===== config.mk =====
export PLATFORM = sky130hd
export DESIGN_NAME = fft_twiddle_gen
export DESIGN_NICKNAME = d
export VERILOG_FILES = /design/src/rtl/fft_twiddle_gen_pkg.sv /design/src/rtl/fft_twiddle_qrom.sv /design/src/rtl/fft_twiddle_gen.sv
export SDC_FILE = /design/constraint.sdc
export NUM_CORES = 1
export LEC_CHECK = 0
export ABC_AREA = 1
export BUFFER_PORTS_ARGS = -buffer_cell sky130_fd_sc_hd__buf_2
export CAP_MARGIN = 20
export CORE_MARGIN = 2
export CORE_UTILIZATION = 59
export DETAILED_ROUTE_END_ITERATION = 6
export PLACE_DENSITY_LB_ADDON = 0.2
export SYNTH_ARGS = -nofsm -noshare
export SYNTH_HDL_FRONTEND = slang
export SYNTH_HIERARCHICAL = 1
export SYNTH_SLANG_ARGS = --single-unit

===== constraint.sdc =====
create_clock -name clk -period 3 [get_ports clk]
set_input_delay 0.3 -clock clk [delete_from_list [all_inputs] [get_ports clk]]
set_output_delay 0.3 -clock clk [all_outputs]
set_load 0.02 [all_outputs]

===== src/rtl/fft_twiddle_gen_pkg.sv =====
// rtl/fft_twiddle_gen_pkg.sv - shared types, defaults and cosine table generator for the twiddle generator
package fft_twiddle_gen_pkg;

    localparam int  DEFAULT_N_LOG2 = 5;
    localparam int  DEFAULT_DATA_W = 16;
    localparam real TWO_PI         = 6.283185307179586;

    typedef enum logic {
        SEQ_IDLE = 1'b0,
        SEQ_RUN  = 1'b1
    } seq_state_t;

    // round(cos(2*pi*i/N) * 2^(data_w-2)); only called for the first quarter wave,
    // where the cosine is non-negative, so round-half-up equals round-half-away.
    function automatic int cos_entry(input int i, input int n_log2, input int data_w);
        real angle;
        real scaled;
        angle  = TWO_PI * real'(i) / real'(2 ** n_log2);
        scaled = $cos(angle) * real'(2 ** (data_w - 2));
        if (scaled >= 0.0) begin
            return $rtoi(scaled + 0.5);
        end
        return -$rtoi(-scaled + 0.5);
    endfunction

endpackage


===== src/rtl/fft_twiddle_qrom.sv =====
// rtl/fft_twiddle_qrom.sv - quarter-wave cosine table with two registered read ports
module fft_twiddle_qrom
    import fft_twiddle_gen_pkg::*;
#(
    parameter int N_LOG2 = DEFAULT_N_LOG2,
    parameter int DATA_W = DEFAULT_DATA_W
) (
    input  logic              clk,
    input  logic              rst_n,
    input  logic              en,
    input  logic [N_LOG2-2:0] addr_a,
    input  logic [N_LOG2-2:0] addr_b,
    output logic [DATA_W-1:0] data_a,
    output logic [DATA_W-1:0] data_b
);

    localparam int AW = N_LOG2 - 1;
    localparam int QN = 2 ** (N_LOG2 - 2);

    logic [DATA_W-1:0] table_c [QN+1];
    logic [DATA_W-1:0] data_a_d, data_a_q;
    logic [DATA_W-1:0] data_b_d, data_b_q;

    // Entries 0..N/4 inclusive; the N/4 entry is needed for the fold's end points.
    for (genvar i = 0; i <= QN; i++) begin : g_entry
        assign table_c[i] = DATA_W'(cos_entry(i, N_LOG2, DATA_W));
    end

    // Table lookup; the fold never produces an address above N/4, guard anyway.
    always_comb begin
        data_a_d = data_a_q;
        data_b_d = data_b_q;
        if (en) begin
            data_a_d = (addr_a <= AW'(QN)) ? table_c[addr_a] : '0;
            data_b_d = (addr_b <= AW'(QN)) ? table_c[addr_b] : '0;
        end
    end

    // Read registers, frozen together with the rest of the pipeline when stalled.
    always_ff @(posedge clk or negedge rst_n) begin
        if (!rst_n) begin
            data_a_q <= '0;
            data_b_q <= '0;
        end else begin
            data_a_q <= data_a_d;
            data_b_q <= data_b_d;
        end
    end

    assign data_a = data_a_q;
    assign data_b = data_b_q;

endmodule


===== src/rtl/fft_twiddle_gen.sv =====
// rtl/fft_twiddle_gen.sv - radix-2 FFT twiddle generator: direct requests plus per-stage auto-sequence
module fft_twiddle_gen
    import fft_twiddle_gen_pkg::*;
#(
    parameter int N_LOG2 = DEFAULT_N_LOG2,
    parameter int DATA_W = DEFAULT_DATA_W
) (
    input  logic                      clk,
    input  logic                      rst_n,
    input  logic                      in_valid,
    output logic                      in_ready,
    input  logic [N_LOG2-2:0]         in_k,
    input  logic                      seq_start,
    input  logic [$clog2(N_LOG2)-1:0] seq_stage,
    output logic                      seq_busy,
    output logic                      out_valid,
    input  logic                      out_ready,
    output logic [DATA_W-1:0]         out_re,
    output logic [DATA_W-1:0]         out_im,
    output logic                      out_last
);

    localparam int KW = N_LOG2 - 1;
    localparam int SW = $clog2(N_LOG2);
    localparam logic [KW-1:0] K_QUARTER = KW'(1) << (KW - 1);

    seq_state_t  state_q, state_d;
    logic [KW-1:0] j_q, j_d;
    logic [SW-1:0] shift_q, shift_d;

    logic          v1_q, v1_d;
    logic          hi1_q, hi1_d;
    logic          last1_q, last1_d;

    logic              out_valid_q, out_valid_d;
    logic              out_last_q, out_last_d;
    logic [DATA_W-1:0] out_re_q, out_re_d;
    logic [DATA_W-1:0] out_im_q, out_im_d;

    logic              en;
    logic              busy;
    logic [SW:0]       stage_ext, stage_eff;
    logic [SW-1:0]     shift_new;
    logic [KW-1:0]     seq_k;
    logic              seq_last;
    logic              issue_valid;
    logic [KW-1:0]     issue_k;
    logic              issue_hi;
    logic [KW-1:0]     addr_a, addr_b;
    logic [DATA_W-1:0] rom_a, rom_b;

    // Handshake, sequencer index generation and quarter-wave address fold.
    always_comb begin
        en        = !out_valid_q || out_ready;
        busy      = (state_q == SEQ_RUN);
        // A simultaneous seq_start takes priority, so the direct request is refused.
        in_ready  = en && !busy && !seq_start;
        stage_ext = {1'b0, seq_stage};
        stage_eff = (stage_ext >= (SW+1)'(N_LOG2)) ? (SW+1)'(N_LOG2 - 1) : stage_ext;
        shift_new = SW'((SW+1)'(N_LOG2 - 1) - stage_eff);
        seq_k     = j_q << shift_q;
        seq_last  = (j_q == ({KW{1'b1}} >> shift_q));
        issue_valid = busy ? en : (in_valid && in_ready);
        issue_k     = busy ? seq_k : in_k;
        issue_hi    = (issue_k > K_QUARTER);
        // Second quadrant: re uses C[N/4-m] = C[N/2-k]; N/2 = 2^KW so it is just -k.
        addr_a = issue_hi ? (KW'(0) - issue_k) : issue_k;
        addr_b = issue_hi ? (issue_k - K_QUARTER) : (K_QUARTER - issue_k);
    end

    // Sequencer next state: latch the clamped stage on start, step j on each advance.
    always_comb begin
        state_d = state_q;
        j_d     = j_q;
        shift_d = shift_q;
        case (state_q)
            SEQ_IDLE: begin
                if (seq_start) begin
                    state_d = SEQ_RUN;
                    j_d     = '0;
                    shift_d = shift_new;
                end
            end
            SEQ_RUN: begin
                if (en) begin
                    if (seq_last) begin
                        state_d = SEQ_IDLE;
                    end else begin
                        j_d = j_q + KW'(1);
                    end
                end
            end
            default: state_d = SEQ_IDLE;
        endcase
    end

    // Sequencer state registers.
    always_ff @(posedge clk or negedge rst_n) begin
        if (!rst_n) begin
            state_q <= SEQ_IDLE;
            j_q     <= '0;
            shift_q <= '0;
        end else begin
            state_q <= state_d;
            j_q     <= j_d;
            shift_q <= shift_d;
        end
    end

    fft_twiddle_qrom #(
        .N_LOG2(N_LOG2),
        .DATA_W(DATA_W)
    ) u_qrom (
        .clk    (clk),
        .rst_n  (rst_n),
        .en     (en),
        .addr_a (addr_a),
        .addr_b (addr_b),
        .data_a (rom_a),
        .data_b (rom_b)
    );

    // Pipeline next state: stage 1 tags the table read, stage 2 applies the sign fold.
    always_comb begin
        v1_d        = v1_q;
        hi1_d       = hi1_q;
        last1_d     = last1_q;
        out_valid_d = out_valid_q;
        out_last_d  = out_last_q;
        out_re_d    = out_re_q;
        out_im_d    = out_im_q;
        if (en) begin
            v1_d        = issue_valid;
            hi1_d       = issue_hi;
            last1_d     = busy && seq_last;
            out_valid_d = v1_q;
            out_last_d  = v1_q && last1_q;
            out_re_d    = hi1_q ? -rom_a : rom_a;
            out_im_d    = -rom_b;
        end
    end

    // Pipeline registers.
    always_ff @(posedge clk or negedge rst_n) begin
        if (!rst_n) begin
            v1_q        <= 1'b0;
            hi1_q       <= 1'b0;
            last1_q     <= 1'b0;
            out_valid_q <= 1'b0;
            out_last_q  <= 1'b0;
            out_re_q    <= '0;
            out_im_q    <= '0;
        end else begin
            v1_q        <= v1_d;
            hi1_q       <= hi1_d;
            last1_q     <= last1_d;
            out_valid_q <= out_valid_d;
            out_last_q  <= out_last_d;
            out_re_q    <= out_re_d;
            out_im_q    <= out_im_d;
        end
    end

    assign seq_busy  = busy;
    assign out_valid = out_valid_q;
    assign out_last  = out_last_q;
    assign out_re    = out_re_q;
    assign out_im    = out_im_q;

endmodule


==> results by group, run 1 <==
Run status
  – Outcome: complete, no violations

Synth
  – Sequential area share after synthesis: 0.419
  – Post-synth top flop: dfrtp_1
  – Post-synth EDFFs: 0
  – Post-synth top area share: 0.419
  – Syn_area_per_cell: about 7.3 um^2
  – Largest family of logic cells by synthesized area: simple AND/OR/NAND/NOR gates
  – Library cell with the highest instance count after synthesis: nand2_1
  – Cell accounting for the most synthesized area: dfrtp_1
  – Distinct cell type count of the synthesized netlist: 33
  – Share of synthesized cell area in full adder, half adder and majority cells: 0.0419
  – Leading post-synthesis cells by instance count: nand2_1 (226), dfrtp_1 (75), nand3_1 (71)
  – XOR/XNOR Fraction of Synth Area: 0.0235
  – Post-synthesis mux area share: 0
  – Async SR Flop Fraction: 1.00
  – Synthesized netlist cell count: 617
  – Dominant cells by area after synthesis: dfrtp_1 (42%), nand2_1 (19%), nand3_1 (7.9%), inv_1 (5.2%), ha_1 (4.2%)
  – Post-Synth Simple-Gate Area: 0.364
  – Count of warnings emitted by yosys: 6
  – Post-Synthesis Cell Area: about 4500 um^2
  – #FFs+latches synth: 75
  – Fraction of the mapped netlist area in compound gates: 0.0637

Worst setup path
  – Max incr delay on CP: 560 ps
  – CP dominant cell by count: nand2_1
  – Critical path launch point type: register
  – Data required time at the worst endpoint: around 3300 ps
  – CP Capture Type: register
  – Cell type group with the largest total delay on the critical path: simple AND/OR/NAND/NOR gates
  – Critical Setup Path Class: reg -> reg
  – Critical path cell sequence: nand2_2 -> nor2_4 -> nand2_2 -> nand2_2 -> inv_2 -> ha_1 -> nand3_2 -> nand2_4 -> nand2_1 -> nand2_1 -> inv_1 -> ha_1 -> inv_1 -> nand2_1 -> nand3_1 -> nand2_1
  – Critical path fanouts, max: 11
  – Arrival time at the worst endpoint: 2910 ps
  – Master of the slowest instance on the critical path: dfrtp_1
  – Worst path bufs/invs: 3

Clock network
  – CTS buffer count: 9
  – Cell at the root of the clock tree: clkbuf_8
  – Max clock buf depth: 2
  – Count of instances resized after the clock tree is built: 0
  – Clock transition time at the flip-flop clock pins of the worst setup and hold paths: around 80 ps
  – Post-CTS setup buffers: 0
  – Total clock sinks: between 70 and 80
  – Insertion delay to the later sink of the worst-skew pair: 360 ps
  – Cts-stage hold buffer count: 0
  – TritonCTS clock tree: built
  – Maximum level of the CTS H-tree: 3

Die
  – Die Width: 91.1 um
  – Die footprint: slightly above 8000 um^2
  – Chip Height: 91.1 um
  – I/O pin count: 48
  – Starting density of the core: 0.614
  – Core box area: 7290 um^2
  – Row cnt: 31

Placed design
  – Weighted congestion reported at the end of routability-driven placement: between 0.8 and 0.9
  – HPWL after detailed placement: between 6000 and 7000 um
  – Buffers added on ports: 47

GRT
  – Maximum number of pins on one net before global-route repair: between 70 and 80
  – GR Overflow Total: 0
  – Number of global-route vias before repair: around 3700
  – All-layer global routing usage: 0.248
  – Number of antenna violations at the first check in global routing: 0
  – First-pass GRT wire length: ~17000 um

Timing
  – RSZ-0062 raised after global routing: no
  – Clock Skews: about 11 ps
  – TNS Setup: 0 ps
  – Max-slew violations: 0
  – Number of hold violations in the final report: 0
  – Actual slew at the worst max-slew pin: around 930 ps
  – Final Setup Violations: 0
  – Worst slew margin relative to its limit: 0.377
  – Max Clock Freq: roughly 380 MHz
  – Final min period: 2660 ps
  – Part of the cycle the worst path needs: 0.888

Routing
  – Ratio of routed vias to standard cells: around 5.2
  – Routed Wire Length: between 9000 and 10000 um
  – DRC violation count after routing: 0
  – Uppermost layer routed: met4
  – Wire length on met3: roughly 480 um
  – Number of antenna-violating nets in the routed design: 0
  – Iteration-0 DRC Markers: around 350
  – Metal-1 WL: around 4600 um
  – Routed WL per cell: about 13 um
  – Number of iterations in the first detailed-routing pass: 5
  – Vias: between 3000 and 4000
  – Routed wire length on met2: approximately 4300 um

Final layout
  – Layout-stage area growth over the synthesis result: 10.8%
  – Register area: about 1900 um^2
  – Nets: between 600 and 700
  – Fillcell total: 660
  – Fraction of final layout cells sized beyond drive strength 1: 0.152
  – Antenna diodes: 0
  – Total area of multi-input combinational cells: 2220 um^2

Hold path
  – Path category of the worst min-delay check: in -> async

Job
  – Max_cap viols: 0
## worst reg2reg max path, delay by kind of cell, from the launching register on
family	cells	cell delay (ps)
and+or+nand+nor	11	1110
adders and majority gates	2	530
buffers and inverters	3	370
DFF	1	560
## through the flow
step / instance area, um^2 / instances / hold slack, ps / utilization / setup slack (ps)
global placement: 4760 / 748 / 457 / 0.652 / 526
global route: 4970 / 764 / 252 / 0.681 / 66.2
detailed placement: 4760 / 748 / 463 / 0.652 / 354
floorplan: 4480 / 618 / 4.41 / - / 595
CTS: 4970 / 764 / 199 / 0.681 / 347
finish: 4970 / 764 / 163 / 0.681 / 337
## worst paths after layout
path	startpoint	to	slack, ps	cells past startpoint
max in group asynchronous	rst_n	u_qrom/data_b[1]	2240	2
setup reg to reg	seq_busy	u_qrom/data_b[11]	340	16
hold reg to reg	out_re[13]	out_re[13]	480	2
hold / removal	rst_n	out_re[2]	160	2
min in group clk	seq_stage[0]	shift_q[0]	230	3
setup / recovery	seq_busy	u_qrom/data_b[11]	340	16
## placed cells by master, fill, tap and decap left out, types with 3 or more instances in the layout
master    synthesis  layout
ha_1             15      15
nor2_1           41      41
a21oi_1           6       6
inv_2             8       8
nand3_2           3       3
nand2_1         226     226
xor2_1           10      10
nand4_1          10      10
nor2_4            4       5
inv_1            62      62
clkbuf_8          0      11
nand3b_1          4       4
nand2_2           5       5
buf_2             5      47
o21ai_0          34      34
buf_4             3       4
nand3_1          71      71
dfrtp_1          75      75
o21ai_1           4       4
## cells by family after synthesis
| family | count (synthesis) |
|---|---|
| XOR/XNOR | 12 |
| AO/OA/AOI/OAI | 50 |
| AND/OR/NAND/NOR | 373 |
| adder cells (fa/ha/maj) | 15 |
| flip-flops | 75 |
| buffers and inverters | 91 |
| other | 1 |
## routing by layer
layer | track usage | vias to the layer above
li1 | - | 2030
met1 | 0.361 | 1812
met2 | 0.375 | 111
met3 | 0.0432 | 13
met4 | 0.0871 | 0
met5 | 0 | -
## sequential cells by signal (all words and copies together), names as in the netlist
register / count
hi1_q: 1
j_q: 4
last1_q: 1
out_im: 16
out_last: 1
out_re: 16
out_valid: 1
seq_busy: 1
shift_q: 3
u_qrom/data_a: 15
u_qrom/data_b: 15
v1_q: 1
## cell type report
cell class              count  area share
multi-input cells         452       0.447
clock inverters             5      0.0118
well taps                  99      0.0249
inverters                  71      0.0542
flip-flops and latches     75       0.378
repair buffers             51      0.0534
clock buffers              11      0.0305
Power of run 1 is not shown: default switching activity piles up to over one toggle a cycle in this logic, so the estimate is an artifact.
==> run 2: changes to the inputs <==
--- a/config.mk
+++ b/config.mk
@@ -12,6 +12,7 @@
 export CORE_UTILIZATION = 59
 export DETAILED_ROUTE_END_ITERATION = 6
 export PLACE_DENSITY_LB_ADDON = 0.2
+export RECOVER_POWER = 100
 export SYNTH_ARGS = -nofsm -noshare
 export SYNTH_HDL_FRONTEND = slang
 export SYNTH_HIERARCHICAL = 1
==> run 2 against run 1 <==
Compared with the run above:
- largest cell class unchanged
- setup slack lost 24 ps
- non-clock buffer count is the same
- die area is the same
- hold slack gained 73 ps
- routed wire length grew 1.3%
- first-iteration DRC count shrank 26%
- register-to-register slack lost 20 ps
- the run now ends with capacitance limit, slew limit left
- clock skew grew 0.62 ps
- final area shrank 1.4%
==> results by group, run 2 (synthesized netlist as in run 1, its figures left out) <==
Routing
  – Number of antenna-violating nets in the routed design: 0 (unchanged)
  – Ratio of routed vias to standard cells: 5.22 (+0.48%)
  – DRC violation count after routing: 0 (unchanged)
  – Iteration-0 DRC Markers: 259 (-26%)
  – Routed Wire Length: 9680 um (+1.3%)
  – Routed WL per cell: 12.7 um (+1.3%)
  – Number of iterations in the first detailed-routing pass: 5 (unchanged)
  – Vias: 3985 (+0.48%)

Clock network
  – CTS buffer count: 9 (unchanged)
  – TritonCTS clock tree: built
  – Maximum level of the CTS H-tree: 3 (unchanged)
  – Count of instances resized after the clock tree is built: 0 (unchanged)
  – Total clock sinks: 75 (unchanged)
  – Cts-stage hold buffer count: 0 (unchanged)
  – Max clock buf depth: 2 (unchanged)
  – Post-CTS setup buffers: 0 (unchanged)
  – Cell at the root of the clock tree: clkbuf_8
  – Clock transition time at the flip-flop clock pins of the worst setup and hold paths: 80 ps (about the same)
  – Insertion delay to the later sink of the worst-skew pair: 360 ps (about the same)

Die
  – Chip Height: 91.1 um (unchanged)
  – I/O pin count: 48 (unchanged)
  – Die footprint: 8310 um^2 (unchanged)
  – Core box area: 7290 um^2 (unchanged)
  – Row cnt: 31 (unchanged)
  – Die Width: 91.1 um (unchanged)
  – Starting density of the core: 0.614 (unchanged)

Worst setup path
  – Cell type group with the largest total delay on the critical path: simple AND/OR/NAND/NOR gates
  – Data required time at the worst endpoint: 3250 ps (about the same)
  – Critical path launch point type: register
  – Max incr delay on CP: 570 ps (about the same)
  – Critical path cell sequence: nand2_2 -> nor2_4 -> nand2_1 -> nand2_2 -> inv_2 -> ha_1 -> nand3_2 -> nand2_4 -> nand2_1 -> nand2_1 -> inv_1 -> ha_1 -> inv_1 -> nand2_1 -> nand3_1 -> nand2_1
  – Worst path bufs/invs: 3 (unchanged)
  – Critical Setup Path Class: reg -> reg
  – CP dominant cell by count: nand2_1
  – CP Capture Type: register
  – Critical path fanouts, max: 11 (unchanged)
  – Master of the slowest instance on the critical path: dfrtp_1
  – Arrival time at the worst endpoint: 2940 ps (+30 ps)

Final layout
  – Highest-count cells in the layout ignoring fill and taps: nand2_1 (228), dfrtp_1 (75), nand3_1 (71)
  – Layout Utilization: 0.671 (-0.00961)
  – Fraction of final layout cells sized beyond drive strength 1: 0.0917 (-0.0602)
  – Fillcell total: 686 (+3.9%)
  – Antenna diodes: 0 (unchanged)
  – Most common cell after layout, fill and taps aside: nand2_1
  – Layout-stage area growth over the synthesis result: 9.27%
  – Nets: 687 (unchanged)

GRT
  – First-pass GRT wire length: 16800 um (unchanged)
  – Number of global-route vias before repair: 3723 (unchanged)
  – All-layer global routing usage: 0.248 (unchanged)
  – GR Overflow Total: 0 (unchanged)
  – Maximum number of pins on one net before global-route repair: 76 (unchanged)
  – Number of antenna violations at the first check in global routing: 0 (unchanged)

Placed design
  – Buffers added on ports: 47 (unchanged)
  – Weighted congestion reported at the end of routability-driven placement: 0.894 (unchanged)
  – HPWL after detailed placement: 6970 um (unchanged)

Run status
  – Violations in the final reports: capacitance limit, slew limit
  – Outcome: complete, but fails checks

Job
  – Max_cap viols: 1 (+1)

Timing
  – Max-slew violations: 76 (+76)
  – Worst hold margin: 235 ps (+72.5 ps)
  – Clock Skews: 11.3 ps (+0.620 ps)
  – Actual slew at the worst max-slew pin: 1820 ps (+890 ps)
  – Worst slew margin relative to its limit: -0.216 (-0.593)
  – Part of the cycle the worst path needs: 0.896 (+0.00813)
  – Max Clock Freq: 372 MHz (-0.91%)
  – Number of hold violations in the final report: 0 (unchanged)
  – TNS Setup: 0 ps (unchanged)
  – Final Setup Violations: 0 (unchanged)
  – Final min period: 2690 ps (+24.4 ps)
  – RSZ-0062 raised after global routing: no

Hold path
  – Path category of the worst min-delay check: in -> reg
==> run 2: metrics by stage <==
| stage | worst slack (ps) | cell area [um^2] | cells |
|---|---|---|---|
| final | 312 | 4900 | 764 |
| after floorplan | 595 | 4480 | 618 |
| after CTS | 347 | 4970 | 764 |
| after detailed placement | 354 | 4760 | 748 |
| after global placement | 526 | 4760 | 748 |
| after global routing | 46.5 | 4900 | 764 |
==> run 2: cell type report <==
class / instances / area, um^2 / area share
tap: 99 / 124 / 0.0253
inverter: 71 / 269 / 0.0549
multi-input combinational: 452 / 2200 / 0.450
clock buffer: 11 / 151 / 0.0309
timing repair buffer: 51 / 213 / 0.0434
clock inverter: 5 / 58.8 / 0.0120
sequential: 75 / 1880 / 0.383
==> run 2: worst paths after layout <==
path / startpoint / slack, ps / cells past startpoint / endpoint
worst max register to register: seq_busy / 310 / 16 / u_qrom/data_b[11]
worst min-delay path: seq_stage[0] / 240 / 3 / shift_q[0]
worst max-delay path: seq_busy / 310 / 16 / u_qrom/data_b[11]
max in group asynchronous: rst_n / 1400 / 2 / out_re[11]
worst min register to register: out_re[13] / 480 / 2 / out_re[13]
min in group asynchronous: rst_n / 520 / 2 / out_re[2]
==> run 2: worst register-to-register path, stage by stage (launching register included) <==
cell and delay, ps:
dfrtp_1 570, nand2_2 130, nor2_4 150, nand2_1 80, nand2_2 190, inv_2 80
ha_1 230, nand3_2 140, nand2_4 80, nand2_1 50, nand2_1 80, inv_1 200
ha_1 290, inv_1 70, nand2_1 70, nand3_1 90, nand2_1 60
==> run 2: per-layer routing <==
layer,vias up,wire length [um],global-route usage
met4,0,149,0.0871
met3,19,487,0.0432
met2,126,4300,0.375
li1,2033,-,-
met1,1807,4750,0.361
met5,-,0,0
Power of run 2 is left out for the same reason.
==> run 3: changes to the inputs <==
--- a/config.mk
+++ b/config.mk
@@ -10,9 +10,10 @@
 export CAP_MARGIN = 20
 export CORE_MARGIN = 2
 export CORE_UTILIZATION = 59
+export CTS_CLUSTER_DIAMETER = 100
 export DETAILED_ROUTE_END_ITERATION = 6
 export PLACE_DENSITY_LB_ADDON = 0.2
-export RECOVER_POWER = 100
+export RECOVER_POWER = 25
 export SYNTH_ARGS = -nofsm -noshare
 export SYNTH_HDL_FRONTEND = slang
 export SYNTH_HIERARCHICAL = 1
==> run 3 against run 2 <==
Compared with the run above:
- sequential share of layout area fell by 0.52 points
- the flow still finishes with violations (capacitance limit, slew limit)
- critical path depth did not move
- largest cell class unchanged
- fmax rose by 0.87%
- register-to-register slack improved by 20 ps
- critical endpoint unchanged
- hold slack improved by 2.9 ps
- setup slack improved by 23 ps
- clock skew barely moved
==> results by group, run 3 (synthesized netlist as in run 1, its figures left out) <==
Run status
  – Outcome: complete, but fails checks
  – Violations in the final reports: capacitance limit, slew limit

GRT
  – Maximum number of pins on one net before global-route repair: 76 (unchanged)
  – First-pass GRT wire length: 16800 um (unchanged)
  – All-layer global routing usage: 0.248 (unchanged)
  – Number of global-route vias before repair: 3723 (unchanged)
  – Number of antenna violations at the first check in global routing: 0 (unchanged)
  – GR Overflow Total: 0 (unchanged)

Clock network
  – Maximum level of the CTS H-tree: 3 (unchanged)
  – Cts-stage hold buffer count: 0 (unchanged)
  – Insertion delay to the later sink of the worst-skew pair: 360 ps (about the same)
  – TritonCTS clock tree: built
  – Count of instances resized after the clock tree is built: 0 (unchanged)
  – Cell at the root of the clock tree: clkbuf_8
  – Total clock sinks: 75 (unchanged)
  – Clock transition time at the flip-flop clock pins of the worst setup and hold paths: 80 ps (about the same)
  – Max clock buf depth: 2 (unchanged)
  – Post-CTS setup buffers: 0 (unchanged)
  – CTS buffer count: 9 (unchanged)

Worst setup path
  – Master of the slowest instance on the critical path: dfrtp_1
  – Worst path bufs/invs: 3 (unchanged)
  – Critical path cell sequence: nand2_2 -> nor2_4 -> nand2_2 -> nand2_2 -> inv_2 -> ha_1 -> nand3_2 -> nand2_4 -> nand2_1 -> nand2_1 -> inv_1 -> ha_1 -> inv_1 -> nand2_1 -> nand3_1 -> nand2_1
  – Arrival time at the worst endpoint: 2910 ps (-30 ps)
  – Critical path launch point type: register
  – Max incr delay on CP: 560 ps (about the same)
  – CP dominant cell by count: nand2_1
  – Critical path fanouts, max: 11 (unchanged)
  – Critical Setup Path Class: reg -> reg
  – Cell type group with the largest total delay on the critical path: simple AND/OR/NAND/NOR gates
  – Reg-to-reg slack, setup: 340 ps (+20 ps)
  – CP Capture Type: register
  – Start of the worst register-to-register path: seq_busy
  – Cells on worst reg2reg path: 16 (unchanged)
  – Data required time at the worst endpoint: 3250 ps (about the same)
  – Capture point of the worst reg-to-reg path: u_qrom/data_b[11]

Die
  – Core box area: 7290 um^2 (unchanged)
  – I/O pin count: 48 (unchanged)
  – Die footprint: 8310 um^2 (unchanged)
  – Chip Height: 91.1 um (unchanged)
  – Starting density of the core: 0.614 (unchanged)
  – Die Width: 91.1 um (unchanged)
  – Row cnt: 31 (unchanged)

Placed design
  – Buffers added on ports: 47 (unchanged)
  – Weighted congestion reported at the end of routability-driven placement: 0.894 (unchanged)
  – HPWL after detailed placement: 6970 um (unchanged)
  – Post-placement setup slack: 354 ps (unchanged)

Routing
  – Ratio of routed vias to standard cells: 5.19 (-0.58%)
  – Iteration-0 DRC Markers: 320 (+24%)
  – Uppermost layer routed: met4
  – Metal-1 WL: 4700 um (-0.93%)
  – Wire length on met3: 465 um (-4.5%)
  – Routed WL per cell: 12.5 um (-1.0%)
  – Number of iterations in the first detailed-routing pass: 5 (unchanged)
  – Routed wire length on met2: 4270 um (-0.65%)
  – DRC violation count after routing: 0 (unchanged)
  – Vias: 3962 (-0.58%)
  – Routed Wire Length: 9580 um (-1.0%)
  – Number of antenna-violating nets in the routed design: 0 (unchanged)

Timing
  – TNS Setup: 0 ps (unchanged)
  – Final min period: 2660 ps (-23.2 ps)
  – Worst hold margin: 238 ps (+2.93 ps)
  – Max-slew violations: 76 (unchanged)
  – Actual slew at the worst max-slew pin: 1830 ps (+3.47 ps)
  – RSZ-0062 raised after global routing: no
  – Final Setup Violations: 0 (unchanged)
  – Max Clock Freq: 375 MHz (+0.87%)
  – Worst path setup slack after routing: 335 ps (+23.2 ps)
  – Number of hold violations in the final report: 0 (unchanged)
  – Part of the cycle the worst path needs: 0.888 (-0.00773)
  – Worst slew margin relative to its limit: -0.219 (-0.00232)
  – Clock Skews: 11.1 ps (-0.209 ps)

Final layout
  – Highest-count cells in the layout ignoring fill and taps: nand2_1 (226), dfrtp_1 (75), nand3_1 (71)
  – Layout-stage area growth over the synthesis result: 10.8%
  – Most common cell after layout, fill and taps aside: nand2_1
  – Fraction of final layout cells sized beyond drive strength 1: 0.152 (+0.0602)
  – Antenna diodes: 0 (unchanged)
  – Nets: 687 (unchanged)

Job
  – Max_cap viols: 1 (unchanged)

Hold path
  – Number of cells on the worst hold path: 3 (unchanged)
  – Path category of the worst min-delay check: in -> reg
  – End point of the most critical hold path: shift_q[0]
  – Hold_sp: seq_stage[0]
run 3: changes by cell type in the layout (fill, tap and decap cells not counted), sizes merged:
cell    delta
buf       +38
clkbuf    -38
run 3: area by class of cell:
type,count,area (um^2)
clock buffer,11,151
fill,661,2330
inverter,71,269
sequential,75,1880
multi-input combinational,452,2220
clock inverter,5,58.8
timing repair buffer,51,263
tap,99,124
run 3: worst max-delay path by stage:
| stage | from | to | slack, ps | depth (start not counted) |
|---|---|---|---|---|
| after detailed placement | seq_busy | u_qrom/data_b[9] | 350 | 16 |
| after global routing | seq_busy | u_qrom/data_b[11] | 70 | 16 |
| after floorplan | seq_busy | u_qrom/data_b[11] | 590 | 17 |
| final | seq_busy | u_qrom/data_b[11] | 340 | 16 |
| after global placement | seq_busy | u_qrom/data_a[9] | 530 | 16 |
| after CTS | seq_busy | u_qrom/data_b[9] | 350 | 16 |
run 3: through the flow:
stage,util,cell area (um^2),std cells
after CTS,0.681,4970,764
final,0.681,4960,764
after global routing,0.681,4960,764
after detailed placement,0.652,4760,748
after floorplan,-,4480,618
after global placement,0.652,4760,748
run 3: worst reg2reg max path: stages (launching register included):
cell     delay (ps)
dfrtp_1         560
nand2_2         130
nor2_4          160
nand2_2          70
nand2_2         190
inv_2            80
ha_1            230
nand3_2         140
nand2_4          80
nand2_1          50
nand2_1          80
inv_1           210
ha_1            300
inv_1            80
nand2_1          70
nand3_1          90
nand2_1          60
run 3: layer usage:
layer	GRT usage	vias to the layer above
met5	0	-
met4	0.0871	0
met3	0.0432	15
met2	0.375	117
met1	0.361	1797
li1	-	2033
Power of run 3 is left out for the same reason.
